**src/rtl/wt_dcache_shct_if.sv**
```systemverilog
`default_nettype none
// ============================================================================
// Module   : wt_dcache_shct_if
// Brief    : Lookup / prediction / training bundle between the dcache
//            replacement path and the signature history counter table.
// Revision : 1.0 - initial release
// ============================================================================
interface wt_dcache_shct_if #(
  parameter int unsigned SigWidth = 14,
  parameter int unsigned CtrWidth = 2
) ();

  logic                lkp_vld_i;
  logic [SigWidth-1:0] lkp_sig_i;
  logic                lkp_rdy_o;
  logic                pred_vld_o;
  logic [CtrWidth-1:0] pred_ctr_o;
  logic                pred_dist_o;
  logic                conflict_o;
  logic                upd_vld_i;
  logic [SigWidth-1:0] upd_sig_i;
  logic                upd_hit_i;
  logic                upd_rdy_o;

  // Requester side (replacement logic / miss path)
  modport master (
    output lkp_vld_i, lkp_sig_i, upd_vld_i, upd_sig_i, upd_hit_i,
    input  lkp_rdy_o, pred_vld_o, pred_ctr_o, pred_dist_o, conflict_o, upd_rdy_o
  );

  // Table side
  modport slave (
    input  lkp_vld_i, lkp_sig_i, upd_vld_i, upd_sig_i, upd_hit_i,
    output lkp_rdy_o, pred_vld_o, pred_ctr_o, pred_dist_o, conflict_o, upd_rdy_o
  );

endinterface
`default_nettype wire

```
**src/rtl/wt_dcache_shct.sv**
```systemverilog
`default_nettype none
// ============================================================================
// Module   : wt_dcache_shct
// Brief    : Signature history counter table for SHiP/SRRIP insertion.
//            Folded-signature index, saturating counters, one-cycle-late
//            prediction, same-cycle lookup/update collision flag and an
//            init sweep after reset or flush.
// Revision : 1.0 - initial release
// ============================================================================
module wt_dcache_shct #(
  parameter int unsigned SigWidth = 14,
  parameter int unsigned IdxWidth = 10,
  parameter int unsigned CtrWidth = 2,
  parameter int unsigned InitVal  = 1
) (
  input  wire logic          clk_i,
  input  wire logic          rst_i,
  input  wire logic          flush_i,
  output logic               busy_o,
  wt_dcache_shct_if.slave    bus
);

  localparam int unsigned         c_entries  = 1 << IdxWidth;
  localparam logic [CtrWidth-1:0] c_ctr_max  = '1;
  localparam logic [CtrWidth-1:0] c_init_val = CtrWidth'(InitVal);

  typedef enum logic [0:0] {
    ST_INIT = 1'b0,
    ST_RUN  = 1'b1
  } state_e;

  state_e              state_q, state_d;
  logic [IdxWidth-1:0] init_idx_q, init_idx_d;
  logic [CtrWidth-1:0] tbl_q [c_entries];

  logic                pred_vld_q;
  logic [CtrWidth-1:0] pred_ctr_q;
  logic                pred_dist_q;
  logic                conflict_q;

  logic [IdxWidth-1:0] w_lkp_idx;
  logic [IdxWidth-1:0] w_upd_idx;
  logic                w_rdy;
  logic                w_lkp_acc;
  logic                w_upd_acc;
  logic [CtrWidth-1:0] w_upd_cur;
  logic [CtrWidth-1:0] w_upd_nxt;
  logic [CtrWidth-1:0] w_lkp_cur;
  logic                w_we;
  logic [IdxWidth-1:0] w_waddr;
  logic [CtrWidth-1:0] w_wdata;

  // Index hash: fold the upper signature bits onto the low index bits
  if (SigWidth > IdxWidth) begin : g_hash_fold
    assign w_lkp_idx = bus.lkp_sig_i[IdxWidth-1:0] ^ IdxWidth'(bus.lkp_sig_i[SigWidth-1:IdxWidth]);
    assign w_upd_idx = bus.upd_sig_i[IdxWidth-1:0] ^ IdxWidth'(bus.upd_sig_i[SigWidth-1:IdxWidth]);
  end else begin : g_hash_direct
    assign w_lkp_idx = IdxWidth'(bus.lkp_sig_i);
    assign w_upd_idx = IdxWidth'(bus.upd_sig_i);
  end

  // Both request channels are accepted only in RUN and never while a
  // flush or reset is being presented, so no request races the sweep.
  assign w_rdy     = (state_q == ST_RUN) & ~flush_i & ~rst_i;
  assign w_lkp_acc = bus.lkp_vld_i & w_rdy;
  assign w_upd_acc = bus.upd_vld_i & w_rdy;

  assign w_lkp_cur = tbl_q[w_lkp_idx];
  assign w_upd_cur = tbl_q[w_upd_idx];

  // Saturating training step
  always_comb begin
    w_upd_nxt = w_upd_cur;
    if (bus.upd_hit_i) begin
      if (w_upd_cur != c_ctr_max) w_upd_nxt = w_upd_cur + CtrWidth'(1);
    end else begin
      if (w_upd_cur != '0) w_upd_nxt = w_upd_cur - CtrWidth'(1);
    end
  end

  // Next-state logic and single table write port (sweep or training)
  always_comb begin
    state_d    = state_q;
    init_idx_d = init_idx_q;
    w_we       = 1'b0;
    w_waddr    = w_upd_idx;
    w_wdata    = w_upd_nxt;
    case (state_q)
      ST_INIT: begin
        if (flush_i) begin
          init_idx_d = '0;
        end else begin
          w_we       = 1'b1;
          w_waddr    = init_idx_q;
          w_wdata    = c_init_val;
          init_idx_d = init_idx_q + IdxWidth'(1);
          if (init_idx_q == '1) state_d = ST_RUN;
        end
      end
      ST_RUN: begin
        if (flush_i) begin
          state_d    = ST_INIT;
          init_idx_d = '0;
        end else begin
          w_we = w_upd_acc;
        end
      end
      default: begin
        state_d    = ST_INIT;
        init_idx_d = '0;
      end
    endcase
    if (rst_i) w_we = 1'b0;
  end

  // State register and sweep pointer
  always_ff @(posedge clk_i) begin
    if (rst_i) begin
      state_q    <= ST_INIT;
      init_idx_q <= '0;
    end else begin
      state_q    <= state_d;
      init_idx_q <= init_idx_d;
    end
  end

  // Counter storage; contents are defined by the sweep, not by reset
  always_ff @(posedge clk_i) begin
    if (w_we) tbl_q[w_waddr] <= w_wdata;
  end

  // Prediction register: pre-update counter value plus collision flag
  always_ff @(posedge clk_i) begin
    if (rst_i) begin
      pred_vld_q  <= 1'b0;
      pred_ctr_q  <= '0;
      pred_dist_q <= 1'b0;
      conflict_q  <= 1'b0;
    end else begin
      pred_vld_q <= w_lkp_acc;
      if (w_lkp_acc) begin
        pred_ctr_q  <= w_lkp_cur;
        pred_dist_q <= (w_lkp_cur == '0);
        conflict_q  <= w_upd_acc & (w_upd_idx == w_lkp_idx);
      end
    end
  end

  assign busy_o          = (state_q == ST_INIT);
  assign bus.lkp_rdy_o   = w_rdy;
  assign bus.upd_rdy_o   = w_rdy;
  assign bus.pred_vld_o  = pred_vld_q;
  assign bus.pred_ctr_o  = pred_ctr_q;
  assign bus.pred_dist_o = pred_dist_q;
  assign bus.conflict_o  = conflict_q;

endmodule
`default_nettype wire

```
**src/flat_wrapper.sv**
```systemverilog
// flat-port wrapper written by rule: the top's interface ports become plain ports
module wt_dcache_shct_flat 
#(
  parameter int unsigned SigWidth = 14,
  parameter int unsigned IdxWidth = 10,
  parameter int unsigned CtrWidth = 2,
  parameter int unsigned InitVal  = 1
)
  (clk_i, rst_i, flush_i, busy_o, bus_lkp_vld_i, bus_lkp_sig_i, bus_upd_vld_i, bus_upd_sig_i, bus_upd_hit_i, bus_lkp_rdy_o, bus_pred_vld_o, bus_pred_ctr_o, bus_pred_dist_o, bus_conflict_o, bus_upd_rdy_o);
  wt_dcache_shct_if #(.SigWidth(SigWidth), .CtrWidth(CtrWidth)) bus_i ();
  input  wire logic clk_i;
  input  wire logic rst_i;
  input  wire logic flush_i;
  output logic busy_o;
  input wire logic [$bits(bus_i.lkp_vld_i)-1:0] bus_lkp_vld_i;
  input wire logic [$bits(bus_i.lkp_sig_i)-1:0] bus_lkp_sig_i;
  input wire logic [$bits(bus_i.upd_vld_i)-1:0] bus_upd_vld_i;
  input wire logic [$bits(bus_i.upd_sig_i)-1:0] bus_upd_sig_i;
  input wire logic [$bits(bus_i.upd_hit_i)-1:0] bus_upd_hit_i;
  output wire logic [$bits(bus_i.lkp_rdy_o)-1:0] bus_lkp_rdy_o;
  output wire logic [$bits(bus_i.pred_vld_o)-1:0] bus_pred_vld_o;
  output wire logic [$bits(bus_i.pred_ctr_o)-1:0] bus_pred_ctr_o;
  output wire logic [$bits(bus_i.pred_dist_o)-1:0] bus_pred_dist_o;
  output wire logic [$bits(bus_i.conflict_o)-1:0] bus_conflict_o;
  output wire logic [$bits(bus_i.upd_rdy_o)-1:0] bus_upd_rdy_o;
  assign bus_i.lkp_vld_i = bus_lkp_vld_i;
  assign bus_i.lkp_sig_i = bus_lkp_sig_i;
  assign bus_i.upd_vld_i = bus_upd_vld_i;
  assign bus_i.upd_sig_i = bus_upd_sig_i;
  assign bus_i.upd_hit_i = bus_upd_hit_i;
  assign bus_lkp_rdy_o = bus_i.lkp_rdy_o;
  assign bus_pred_vld_o = bus_i.pred_vld_o;
  assign bus_pred_ctr_o = bus_i.pred_ctr_o;
  assign bus_pred_dist_o = bus_i.pred_dist_o;
  assign bus_conflict_o = bus_i.conflict_o;
  assign bus_upd_rdy_o = bus_i.upd_rdy_o;
  wt_dcache_shct #(.SigWidth(SigWidth), .IdxWidth(IdxWidth), .CtrWidth(CtrWidth), .InitVal(InitVal)) u_core (.clk_i(clk_i), .rst_i(rst_i), .flush_i(flush_i), .busy_o(busy_o), .bus(bus_i));
endmodule
```
**config.mk**
```make
export PLATFORM = sky130hd
export DESIGN_NAME = wt_dcache_shct_flat
export DESIGN_NICKNAME = d
export VERILOG_FILES = /design/src/rtl/wt_dcache_shct_if.sv /design/src/rtl/wt_dcache_shct.sv /design/src/flat_wrapper.sv
export SDC_FILE = /design/constraint.sdc
export NUM_CORES = 2
export LEC_CHECK = 0
export BUFFER_PORTS_ARGS = -buffer_cell sky130_fd_sc_hd__buf_2
export CAP_MARGIN = 20
export CELL_PAD_IN_SITES_DETAIL_PLACEMENT = 1
export CELL_PAD_IN_SITES_GLOBAL_PLACEMENT = 2
export CORE_MARGIN = 2
export CORE_UTILIZATION = 33
export CTS_CLUSTER_DIAMETER = 40
export DETAILED_ROUTE_END_ITERATION = 6
export GPL_TIMING_DRIVEN = 0
export HOLD_SLACK_MARGIN = 0.15
export PLACE_DENSITY = 0.6
export RECOVER_POWER = 100
export SLEW_MARGIN = 20
export SYNTH_ARGS = -nofsm -noshare
export SYNTH_HDL_FRONTEND = slang
export SYNTH_SLANG_ARGS = --single-unit
```
**constraint.sdc**
```tcl
create_clock -name clk_i -period 26.2 [get_ports clk_i]
set_input_delay 3.93 -clock clk_i [delete_from_list [all_inputs] [get_ports clk_i]]
set_output_delay 3.93 -clock clk_i [all_outputs]
set_load 0.05 [all_outputs]
```
==> results.txt <==
The flow ran to the end, but the final reports show violations. The final reports fail on DRC, capacitance limit, slew limit. The routed design could run at a clock period as short as between 20000 and 25000 ps. The number of antenna violations at the first check in global routing came out at approximately 150.

The data arrival time of the worst path is a little over 20000 ps. The worst-case reg-to-reg path depth came out at 12. The relative slew slack is -139%.

For this run, the total global-route usage over all layers was measured as between 40% and 50%. The number of synthesis warnings came out at 0. The commonest register cell after synthesis is sky130_fd_sc_hd__edfxtp_1. The number of gates resized after CTS was 0.

The cell leakage power is between 0.03 and 0.04 uW. The count of nets after finishing is around 7000. Counting flops with a built-in enable in the synthesized netlist gives between 2000 and 2500. The number of global-route vias before repair was around 75000.

In this run the cell area of the synthesized design comes to 99600 sq um. The first global-routing pass estimated 867 mm of wire. Counting instances, the worst hold path has a depth of 2.

The distinct cell type count after synthesis is 64. The fmax is around 50 MHz. The type of element launching the critical path is an input port. The clock net in this run drives a total of ~2100 sinks. The share of flip-flops with an asynchronous set or reset after synthesis is 0%.

Pin placement for this block handled 42 I/O pins. In this run the horizontal extent of the chip is about 550 microns. In the post-synthesis netlist, the biggest area contributors are sky130_fd_sc_hd__edfxtp_1, sky130_fd_sc_hd__mux4_2, sky130_fd_sc_hd__nor2_1, sky130_fd_sc_hd__a22oi_1, sky130_fd_sc_hd__nand2_1. The final setup skew came out at roughly 73 ps. The final worst-path cycle share came out at about three quarters.

The final instance area came out at ~120000 sq um. The number of placement rows is 201. The worst setup path is captured at a flip-flop. The count of mapped cells out of synthesis is about 6200. In this run the mean area of a mapped cell was 16.2 sq um. The peak supply drop is 0.0570 mV.

The number of maximum-capacitance constraint violations came out at 89. The starting density of the core came out at 33.2%. The leftover overflow at the end of global routing came out at 0. Of all cell types, the one taking the most synthesized area is sky130_fd_sc_hd__edfxtp_1. The power density normalized to cell area came out at 91.1 nW/um^2. The count of hold-fix buffers inserted at cts came out at 0. The H-tree depth is 5. The flip-flop and latch count after synthesis came out at between 2000 and 2500.

The count of endpoints failing hold in the final timing report came out at 0. The relative area change from synthesis to final layout came out at 25.5%. The routability congestion estimate came out at ~1.0. In this run the clock root is driven by a sky130_fd_sc_hd__clkbuf_16. TritonCTS built the clock tree. Detailed routing inserted a total of around 83000 vias.

The utilization after layout came out at a little over two fifths. The setup path with the least slack is of type in -> reg. Setup violations remaining at the end of the flow were counted as 0. The half-perimeter wire length after detailed placement is 508 mm. The CTS clock-pin slew for the worst setup and hold paths is 50 ps.

The maximum buffer depth of the clock tree is 4. The final-report max-slew violation count came out at between 1000 and 1500. Synthesis produced a netlist with a net count of between 6000 and 7000. After clock tree synthesis, the setup repair step added 0 buffers. The average via count per standard cell is roughly 7.3. The vertical die dimension is roughly 550 microns.

The share of synthesized area occupied by flip-flops and latches came out at between 60 and 70%. In this run the remaining antenna-violating nets after routing total 0. The pin slew with the least headroom to its limit is 3580 ps. In the final layout, the share of cells above drive strength 1 is 32.2%. The power consumption came out at roughly 11000 uW. The first routing iteration left 19100 violations. The worst hold path belongs to the class reg -> reg.

The clock latency reported for the late side of the worst-skew pair is 1030 ps. In the routed design, unresolved DRC markers number 3. The largest net degree at the start of global routing came out at 73. The share of synthesized area in the top cell type comes to between 60% and 70%. The final routed wirelength across all metal layers is roughly 700 mm. The wire length per cell came out at 62.3 microns. The number of buffers created by CTS came out at 398.

The placed instances occupy a cell area of 112000 sq um. The number of iterations in the first detailed-routing pass came out at 7. Setup repair after global routing left no endpoint under its margin. The total area inside the core boundary comes to 300000 sq um. The worst-path maximum fanout is 60. The final total negative setup slack came out at 0 ps.

In this run the tool buffered the top-level ports with 39 buffer cells. The data required time at the worst endpoint is roughly 27000 ps. The die area came out at 306000 sq um.
Yosys cell counts, drive strengths merged, types with 4 or more instances:
cell     count
nor3        36
inv         14
a22oi      259
a21boi       4
and4         5
a31oi       19
nand3      118
a221oi      19
a2111oi      4
nor2b        6
a22o        15
nand3b       4
mux4      1003
nand4       27
o22ai       46
edfxtp    2048
o2111ai      9
nor2      1115
clkbuf     347
dfxtp       16
nand2      372
o31ai        7
a21oi      143
xor2         9
nand2b      10
mux2         4
and3        11
or4          4
o21ai       31
a211oi       4
o311ai       4
buf        213
or3          4
nor4        37
xnor2       24
mux2i       97
a32oi       14
o211ai      17
critical path: stages:
cell	delay, ps
sky130_fd_sc_hd__clkbuf_1	130
sky130_fd_sc_hd__xor2_1	650
sky130_fd_sc_hd__clkbuf_1	1990
sky130_fd_sc_hd__clkbuf_1	1430
sky130_fd_sc_hd__clkbuf_1	2050
sky130_fd_sc_hd__clkbuf_1	890
sky130_fd_sc_hd__clkbuf_1	1240
sky130_fd_sc_hd__clkbuf_1	1310
sky130_fd_sc_hd__nand2_1	160
sky130_fd_sc_hd__nand3_1	170
sky130_fd_sc_hd__nand3_1	120
sky130_fd_sc_hd__a221oi_1	520
sky130_fd_sc_hd__a2bb2oi_1	250
sky130_fd_sc_hd__o22a_1	1460
sky130_fd_sc_hd__clkbuf_1	1600
sky130_fd_sc_hd__buf_16	360
sky130_fd_sc_hd__clkbuf_1	2030
final cells by class:
class | count | area [sq um]
Fill cell | 29400 | 175000
Sequential cell | 2064 | 61800
Multi-Input combinational cell | 3517 | 35700
Clock buffer | 434 | 10200
Timing Repair Buffer | 364 | 5270
Tap cell | 3958 | 4950
Clock inverter | 307 | 3860
Buffer | 560 | 2780
Antenna cell | 124 | 310
Inverter | 14 | 52.6
where the power goes:
part	switching [uW]	total, uW	internal [uW]
clock	1980	5520	3540
sequential	0.866	3800	3800
combinational	1540	2070	531
total	3510	11400	7870
placed cells by master (no fill, tap or decap), types with 17 or more instances in the layout:
cell type,n
sky130_fd_sc_hd__nor4_1,28
sky130_fd_sc_hd__mux2i_1,95
sky130_fd_sc_hd__diode_2,124
sky130_fd_sc_hd__bufinv_16,71
sky130_fd_sc_hd__buf_1,17
sky130_fd_sc_hd__buf_12,118
sky130_fd_sc_hd__a22oi_1,259
sky130_fd_sc_hd__xnor2_1,21
sky130_fd_sc_hd__buf_6,24
sky130_fd_sc_hd__clkbuf_16,405
sky130_fd_sc_hd__a21oi_1,143
sky130_fd_sc_hd__buf_2,165
sky130_fd_sc_hd__nand3_1,117
sky130_fd_sc_hd__nor3_1,28
sky130_fd_sc_hd__nor2_1,1087
sky130_fd_sc_hd__o22ai_1,46
sky130_fd_sc_hd__o211ai_1,17
sky130_fd_sc_hd__clkbuf_2,109
sky130_fd_sc_hd__inv_6,35
sky130_fd_sc_hd__clkbuf_4,39
sky130_fd_sc_hd__edfxtp_1,2048
sky130_fd_sc_hd__nand4_1,27
sky130_fd_sc_hd__clkinv_2,56
sky130_fd_sc_hd__a31oi_1,19
sky130_fd_sc_hd__mux4_2,1003
sky130_fd_sc_hd__buf_16,70
sky130_fd_sc_hd__clkinvlp_4,51
sky130_fd_sc_hd__buf_4,68
sky130_fd_sc_hd__nand2_1,370
sky130_fd_sc_hd__a221oi_1,18
sky130_fd_sc_hd__o21ai_0,28
sky130_fd_sc_hd__clkinv_1,48
sky130_fd_sc_hd__clkbuf_1,337
sky130_fd_sc_hd__clkinv_4,31
per-layer routing:
metal | share of wire, % | global-route usage, %
met5 | 0.096 | 0.609
met1 | 34 | 54.1
met4 | 9.9 | 37.5
met2 | 39 | 59.5
met3 | 17 | 23.4
through the flow:
stage / cells / setup WS, ps / hold slack (ps)
after floorplan: 6155 / 4040 / 457
after global placement: 10200 / -18410 / 454
after detailed placement: 10500 / 13200 / 454
after CTS: 11200 / 14170 / 462
after global routing: 11200 / 7060 / 487
final: 11300 / 6120 / 458
flip-flops by register name (all words and copies together), names as in the netlist:
register                count
u_core.init_idx_q          10
u_core.tbl_q             2048
u_core.bus.pred_ctr_o       2
u_core.bus.pred_vld_o       1
u_core.bus.pred_dist_o      1
u_core.bus.conflict_o       1
u_core.state_q              1
worst paths after layout:
check | startpoint | end | slack (ps)
worst max-delay path | bus_upd_sig_i[12] | u_core.tbl_q[55][0] | 6120
worst max register to register | u_core.tbl_q[903][0] | u_core.tbl_q[55][0] | 16260
worst min-delay path | u_core.bus.pred_dist_o | u_core.bus.pred_dist_o | 460
worst min register to register | u_core.bus.pred_dist_o | u_core.bus.pred_dist_o | 460
cell families after synthesis:
kind of cell | count (synthesis) | synth area share [%]
and+or+nand+nor | 1757 | 7.14
muxes | 1104 | 23.7
DFF | 2064 | 62.1
AOI/OAI and AO/OA | 622 | 4.30
xor gates and xnor gates | 33 | 0.320
buffers and inverters | 574 | 2.44
adders and majority gates | 1 | 0.0126
Note: power is estimated with default switching activity, not from simulation.
